**src/rtl/seg7_pkg.sv**
```systemverilog
// Shared 7-segment pattern table and decode helper (segment order gfedcba, bit0=a).
package seg7_pkg;

  typedef logic [6:0] seg7_t;

  typedef struct packed {
    logic       ok;
    logic [3:0] nib;
  } hex_dec_t;

  localparam seg7_t SEG_0 = 7'h3F;
  localparam seg7_t SEG_1 = 7'h06;
  localparam seg7_t SEG_2 = 7'h5B;
  localparam seg7_t SEG_3 = 7'h4F;
  localparam seg7_t SEG_4 = 7'h66;
  localparam seg7_t SEG_5 = 7'h6D;
  localparam seg7_t SEG_6 = 7'h7D;
  localparam seg7_t SEG_7 = 7'h07;
  localparam seg7_t SEG_8 = 7'h7F;
  localparam seg7_t SEG_9 = 7'h6F;
  localparam seg7_t SEG_A = 7'h77;
  localparam seg7_t SEG_B = 7'h7C;
  localparam seg7_t SEG_C = 7'h39;
  localparam seg7_t SEG_D = 7'h5E;
  localparam seg7_t SEG_E = 7'h79;
  localparam seg7_t SEG_F = 7'h71;

  // Reverse lookup: any pattern outside the 16 glyphs reports ok=0.
  function automatic hex_dec_t seg_to_hex(seg7_t s);
    hex_dec_t r;
    r.ok  = 1'b1;
    r.nib = 4'h0;
    case (s)
      SEG_0: r.nib = 4'h0;
      SEG_1: r.nib = 4'h1;
      SEG_2: r.nib = 4'h2;
      SEG_3: r.nib = 4'h3;
      SEG_4: r.nib = 4'h4;
      SEG_5: r.nib = 4'h5;
      SEG_6: r.nib = 4'h6;
      SEG_7: r.nib = 4'h7;
      SEG_8: r.nib = 4'h8;
      SEG_9: r.nib = 4'h9;
      SEG_A: r.nib = 4'hA;
      SEG_B: r.nib = 4'hB;
      SEG_C: r.nib = 4'hC;
      SEG_D: r.nib = 4'hD;
      SEG_E: r.nib = 4'hE;
      SEG_F: r.nib = 4'hF;
      default: r.ok = 1'b0;
    endcase
    return r;
  endfunction

endpackage

```
**src/rtl/seg7_pattern_decode.sv**
```systemverilog
// Combinational 7-segment pattern -> {valid, nibble}.
module seg7_pattern_decode
  import seg7_pkg::*;
(
  input  logic [6:0] seg,
  output logic       ok,
  output logic [3:0] nib
);

  hex_dec_t dec;

  // Table lives in the package so encoder and reader cannot drift apart.
  always_comb begin
    dec = seg_to_hex(seg);
    ok  = dec.ok;
    nib = dec.nib;
  end

endmodule

```
**src/rtl/seg7_scan_capture.sv**
```systemverilog
// Scanned 7-segment bus monitor: syncs pins, waits for a stable pattern,
// decodes it into the selected digit's slot and reports frame completion.
module seg7_scan_capture
  import seg7_pkg::*;
#(
  parameter int N_DIGITS      = 4,
  parameter int COMMON_ANODE  = 0,
  parameter int DIG_ACT_LOW   = 0,
  parameter int STABLE_CYCLES = 4
) (
  input  logic                  i_clk,
  input  logic                  i_rst,
  input  logic [6:0]            i_seg,
  input  logic [N_DIGITS-1:0]   i_dig_en,
  output logic [4*N_DIGITS-1:0] o_value,
  output logic [N_DIGITS-1:0]   o_digit_valid,
  output logic [N_DIGITS-1:0]   o_err,
  output logic                  o_frame_done,
  output logic                  o_onehot_err
);

  localparam int CW = $clog2(STABLE_CYCLES + 1);

  logic                rst_meta, rst_q;
  logic [6:0]          seg_s1, seg_s2, seg_n, prev_seg;
  logic [N_DIGITS-1:0] dig_s1, dig_s2, dig_n, prev_dig;
  logic [N_DIGITS-1:0] mask, mask_nx;
  logic [CW-1:0]       cnt;
  logic                changed, capture, blank, multi;
  logic                dec_ok;
  logic [3:0]          dec_nib;

  // Reset asserts immediately, releases two clocks after i_rst drops.
  always_ff @(posedge i_clk or posedge i_rst) begin
    if (i_rst) {rst_q, rst_meta} <= 2'b11;
    else       {rst_q, rst_meta} <= {rst_meta, 1'b0};
  end

  // Two-flop synchronizer on the whole pin bus.
  always_ff @(posedge i_clk or posedge rst_q) begin
    if (rst_q) begin
      seg_s1 <= '0; seg_s2 <= '0;
      dig_s1 <= '0; dig_s2 <= '0;
    end else begin
      seg_s1 <= i_seg;  seg_s2 <= seg_s1;
      dig_s1 <= i_dig_en; dig_s2 <= dig_s1;
    end
  end

  assign seg_n = (COMMON_ANODE != 0) ? ~seg_s2 : seg_s2;
  assign dig_n = (DIG_ACT_LOW  != 0) ? ~dig_s2 : dig_s2;

  assign changed = ({seg_n, dig_n} != {prev_seg, prev_dig});
  // Fires exactly once per stable pattern: the cycle the count would reach the limit.
  assign capture = !changed && (cnt == CW'(STABLE_CYCLES - 1));
  assign blank   = (dig_n == '0);
  assign multi   = ((dig_n & (dig_n - N_DIGITS'(1))) != '0);
  assign mask_nx = mask | dig_n;

  // Stability counter, cleared on any change, saturating at the limit.
  always_ff @(posedge i_clk or posedge rst_q) begin
    if (rst_q) begin
      prev_seg <= '0;
      prev_dig <= '0;
      cnt      <= '0;
    end else begin
      prev_seg <= seg_n;
      prev_dig <= dig_n;
      if (changed)                        cnt <= '0;
      else if (cnt != CW'(STABLE_CYCLES)) cnt <= cnt + CW'(1);
    end
  end

  seg7_pattern_decode u_dec (
    .seg (seg_n),
    .ok  (dec_ok),
    .nib (dec_nib)
  );

  // Per-digit result registers, frame mask and status pulses.
  always_ff @(posedge i_clk or posedge rst_q) begin
    if (rst_q) begin
      o_value       <= '0;
      o_digit_valid <= '0;
      o_err         <= '0;
      mask          <= '0;
      o_frame_done  <= 1'b0;
      o_onehot_err  <= 1'b0;
    end else begin
      o_frame_done <= 1'b0;
      o_onehot_err <= 1'b0;
      if (capture && multi) begin
        o_onehot_err <= 1'b1;
      end else if (capture && !blank) begin
        for (int d = 0; d < N_DIGITS; d++) begin
          if (dig_n[d]) begin
            if (dec_ok) o_value[4*d +: 4] <= dec_nib;
            o_digit_valid[d] <= dec_ok;
            o_err[d]         <= !dec_ok;
          end
        end
        if (mask_nx == '1) begin
          o_frame_done <= 1'b1;
          mask         <= '0;
        end else begin
          mask <= mask_nx;
        end
      end
    end
  end

endmodule

```
**config.mk**
```make
export PLATFORM = sky130hd
export DESIGN_NAME = seg7_scan_capture
export DESIGN_NICKNAME = d
export VERILOG_FILES = /design/src/rtl/seg7_pkg.sv /design/src/rtl/seg7_pattern_decode.sv /design/src/rtl/seg7_scan_capture.sv
export SDC_FILE = /design/constraint.sdc
export NUM_CORES = 1
export LEC_CHECK = 0
export ABC_AREA = 1
export CAP_MARGIN = 20
export CORE_ASPECT_RATIO = 1.5
export CORE_UTILIZATION = 54
export DETAILED_ROUTE_END_ITERATION = 16
export MAX_ROUTING_LAYER = met4
export PLACE_DENSITY = 0.87
export SLEW_MARGIN = 20
export SYNTH_ARGS = -nofsm -noshare
export SYNTH_HDL_FRONTEND = slang
export SYNTH_SLANG_ARGS = --single-unit
```
**constraint.sdc**
```tcl
create_clock -name i_clk -period 2.75 [get_ports i_clk]
set_clock_uncertainty 0.2 [all_clocks]
set_input_delay 0.6875 -clock i_clk [delete_from_list [all_inputs] [get_ports i_clk]]
set_output_delay 0.6875 -clock i_clk [all_outputs]
set_load 0.01 [all_outputs]
```
-- Word-level counts from Yosys, hierarchy flattened
Cells that the tools add are included.
- register bits: 68
- output and inout port bits: 26
- word-level logic and storage cells: 77
- $add $sub $neg: 2
- equality and inequality tests: 20
- multiplexer cells: 9
- bitwise logic cells: 3
- reductions and logical operators: 19
- operators by type and width (kind ; number):
    == test 7 bit (second input constant) ; 12
    one-hot mux 4 bit (15 select lines) ; 1
    AND reduction 4 bit ; 4
    OR reduction 16 bit ; 1
    == test 7 x 3 -> 1 bit (second input constant) ; 2
    == test 7 x 6 -> 1 bit (second input constant) ; 2
    AND reduction 3 bit ; 4
    != test 11 bit ; 1
    two-way mux 3 bit ; 2
    two-way mux 1 bit ; 5
    bitwise AND 4 bit ; 1
    == test 4 bit (second input constant) ; 1
    zero test 4 bit ; 1
    two-way mux 4 bit ; 1
    bitwise OR 4 bit ; 1
    nonzero test 4 bit ; 1
    subtractor 4 x 1 -> 4 bit (second input constant) ; 1
    adder 3 x 1 -> 3 bit (second input constant) ; 1
    == test 3 x 2 -> 1 bit (second input constant) ; 1
    logical AND 1 bit ; 3
    zero test 1 bit ; 3
    != test 3 bit (second input constant) ; 1
    AND reduction 2 bit ; 1
    nonzero test 2 bit ; 1
    inverter 1 bit ; 1

-- Longest topological paths before layout
- depth in word-level cells: 6
- depth in mapped cells: 12
- gate-level depth less buffers: 12

-- Cells and area by module
A second synthesis with hierarchy kept.
- cells, all modules: 313
- area total of the unflattened synthesis: 2849.0 µm²
- by module, submodules not included (module ; instances ; cells each ; area each (µm²) ; seq. area each (µm²)):
    seg7_scan_capture ; 1 ; 247 ; 2533.7 ; 1704.1
    seg7_pattern_decode ; 1 ; 66 ; 315.3 ; 0.0

-- Worst setup path after synthesis
No wires, ideal clock.
- path kind: reg2reg
- from: register dig_s2[2], in the netlist dig_n[2]
- to: register o_err[3]
- library setup time: 117 ps
- arrival: 1513 ps
- required time: 2433 ps
- path slack: 920 ps
- stages on the path, launching flop included: 9
- cells stage by stage: dfrtp_1 xnor2_1 nand2_1 nor2_1 nand4_4 nor2_4 nand2_2 o21ai_1 inv_1
- cells in the longest elaborated chain, start to end: 6
- elaborated cells between the ends (all ways): 12
- those cells by class: add/sub (1); eq/ne (1); bitwise (2); reduce/logical (8)
- ends and longest elaborated chain (what ; line ; RTL):
    start, declared ; seg7_scan_capture.sv:26 ; logic [N_DIGITS-1:0] dig_s1, dig_s2, dig_n, prev_dig;
    start signal, assigned ; seg7_scan_capture.sv:46 ; dig_s1 <= i_dig_en; dig_s2 <= dig_s1;
    subtractor 4 x 1 -> 4 bit / != test 11 bit (equally long branches) ; seg7_scan_capture.sv:57, seg7_scan_capture.sv:53 ;
    bitwise AND 4 bit / zero test 1 bit (equally long branches) ; seg7_scan_capture.sv:57, seg7_scan_capture.sv:55 ;
    nonzero test 4 bit / logical AND 1 bit (equally long branches) ; seg7_scan_capture.sv:57, seg7_scan_capture.sv:55 ;
    logical AND 1 bit ; seg7_scan_capture.sv:92 ; if (capture && multi) begin
    inverter 1 bit (no source line) ; n/a ;
    AND reduction 3 bit (no source line) (*) ; n/a ;
    end signal, assigned by index ; seg7_scan_capture.sv:99 ; o_err[d] <= !dec_ok;
    end, declared ; seg7_scan_capture.sv:17 ; output logic [N_DIGITS-1:0] o_err,
Mark *: on every way between the ends. The rest lies on a longest branch, timed or not.
A chain may end at the register's enable or synchronous reset.

-- Final worst setup path
- from: register o_value[14]
- to: output o_value[14]
- RTL lines (what ; line ; RTL):
    start, declared ; seg7_scan_capture.sv:15 ; output logic [4*N_DIGITS-1:0] o_value,
    start signal, assigned by index ; seg7_scan_capture.sv:97 ; if (dec_ok) o_value[4*d +: 4] <= dec_nib;
No word-level cell between the ends.

==> run metrics <==
Max Slew Vio Count 0; Resized cells post-CTS 0; Initial Utilization 57.6%; r2r setup slk 0.63 ns; WL per Instance between 10 and 15 um; crit share post-route between 70% and 80%; number of synthesized flops with an enable pin 0; postcts setup bufs 0; antenna violations before repair 0; final setup violation count 0; fin util 71.4%; hold slack approximately 0.067 ns; vias in the first global route 2189; Synth Instances about 300; Port-buffer cells 38; Avg Inst Size Synth 9.24 sq um; Final HPWL DP 4000 um; Area Overhead vs Synth 24.1%; Distinct cells, synth 25; crit path launch o_value[14]; CTS H-tree lvls 3; Reg2Reg Launch Point dig_n[3]; die boundary width 61.2 um; crit path launch type register; setup TNS 0 ns; DR vias ~2200; Syn. warnings 0; # diodes 0; f_max 0.468 GHz; CTS Buf Count 9; Routability Congestion 0.890; Critical Path RT 1.86 ns; # IOs 39; Vias/cell between 5 and 6; Crit path arrival time 1.25 ns; total grt overflow 0; Die Y 90.7 um; setup ws final 0.614 ns; clk sinks roughly 70; RSZ-0062 raised after global routing false; Critical Path Sink Type output port; CP bufs+invs 1; WL final between 5000 and 6000 um; Slowest-stage cell, CP clkdlybuf4s50_1; CP cell instances clkdlybuf4s50_1; nets@finish 374; Final Hold Fails 0; largest net degree at the start of global routing 25; Hold Path Class register to asynchronous set/reset pin; ys async rst share 100%; Mapped Nets approximately 320; CTS clock-pin slew for the worst setup and hold paths 0.07 ns; CP Max Fanout 2; Mapped Area 0.00284 sq mm; gr usage total 25.7%; CTS Hold Bufs 0; clock latency on the worst-skew pair 0.34 ns; CTS max path bufs 2; Core Area 0.00493 sq mm; clk root buf clkbuf_8; status completed; Seq cells post-synth 68; layout cells sized above 1 9.92%; Crit Path Class register to output port; Setup WS pre-CTS between 0.6 and 0.7 ns; DR iter-0 viols 88; Leakage 0.00187 uW; CTS tree yes; Post-route DRC 0; Seq/Total Area, Yosys 60.1%; Primary FF master, synth dfrtp_1; Pre-antenna DRT Iters 4; antenna viol nets, final 0; num rows 31; reg2reg path depth 8; die area 0.00555 sq mm; Tmin final roughly 2.1 ns; max-cap check violation count 0; Worst path max stage delay 0.54 ns; Worst VDD drop 0.397 mV; Pwr Density 565 mW/mm^2; crit-path leading delay family buffers and inverters; first-pass GRT wire length 9920 um; R2R Path End o_err[2]
## layer usage
layer,vias up,global-route usage [%],wire length [um]
met1,1030,27.6,2230
met3,14,6.30,186
met2,58,42.2,3270
met5,-,-,0
li1,1059,-,-
met4,0,13.3,163
## logic make-up after synthesis
| group | count (synthesis) | share of synthesized area [%] |
|---|---|---|
| xor gates and xnor gates | 6 | 1.85 |
| and+or+nand+nor | 190 | 31.0 |
| DFF | 68 | 60.1 |
| other | 1 | 0.132 |
| buffers and inverters | 32 | 4.24 |
| adders and majority gates | 3 | 1.32 |
| AOI/OAI and AO/OA | 7 | 1.32 |
## cell usage in the layout (no fill, tap or decap), types with 2 or more instances in the layout
cell and instances:
a21oi_1 2, buf_4 2, clkbuf_1 2, clkbuf_8 11, clkdlybuf4s50_1 38, clkinvlp_4 2
dfrtp_1 66, dfstp_2 2, ha_1 3, inv_1 28, inv_2 4, nand2_1 108
nand2_2 2, nand2_4 3, nand3_1 23, nand4_1 5, nor2_1 34, nor2_4 5
nor3_1 5, o21ai_0 3, xnor2_1 5
## sequential cells by signal, indices dropped and copies added, names as in the netlist
name / count
cnt: 3
dig_n: 4
dig_s1: 4
mask: 4
o_digit_valid: 4
o_err: 4
o_frame_done: 1
o_onehot_err: 1
o_value: 16
prev_dig: 4
prev_seg: 7
rst_meta: 1
rst_q: 1
seg_n: 7
seg_s1: 7
## synthesized netlist by cell type, types with 2 or more instances
master,n,share of area (%)
ha_1,3,1.3
a21oi_1,2,0.35
inv_2,3,0.40
nor2_1,34,4.5
nand3_1,23,4.1
nand2_1,108,14
o21ai_0,3,0.53
nand2_4,3,1.2
inv_1,29,3.8
nand4_1,5,1.1
nor3_1,5,0.88
dfstp_2,2,1.9
xnor2_1,5,1.5
dfrtp_1,66,58
nand2_2,2,0.44
nor2_4,5,2.0
## through the flow
step,cell area [sq um],cells,total power (uW)
floorplan,2840,307,1130
global placement,3310,413,1170
detailed placement,3310,413,1180
CTS,3520,429,2000
global route,3520,429,2070
finish,3520,429,1990
## power breakdown
group          switching (uW)  total [uW]  leakage, uW  internal (uW)
Combinational            69.9         109     0.000912           39.3
Sequential               22.9        1050     0.000867           1030
Clock                     358         827    0.0000959            469
## worst max-delay path by stage
stage	end	slack, ns	cells past startpoint
5_1_grt	o_err[2]	0.43	8
2_1_floorplan	cnt[0]	0.55	1
4_1_cts	o_err[3]	0.59	1
6_report	o_value[14]	0.61	1
3_5_place_dp	o_err[2]	0.65	8
3_3_place_gp	o_err[2]	0.70	8
## layout make-up
| type | count | area, sq um |
|---|---|---|
| Inverter | 32 | 120 |
| Clock inverter | 3 | 45.0 |
| Fill cell | 395 | 1410 |
| Multi-Input combinational cell | 207 | 1010 |
| Timing Repair Buffer | 40 | 395 |
| Tap cell | 66 | 82.6 |
| Clock buffer | 13 | 159 |
| Sequential cell | 68 | 1700 |
No activity file was read; power rests on OpenSTA's default activity.
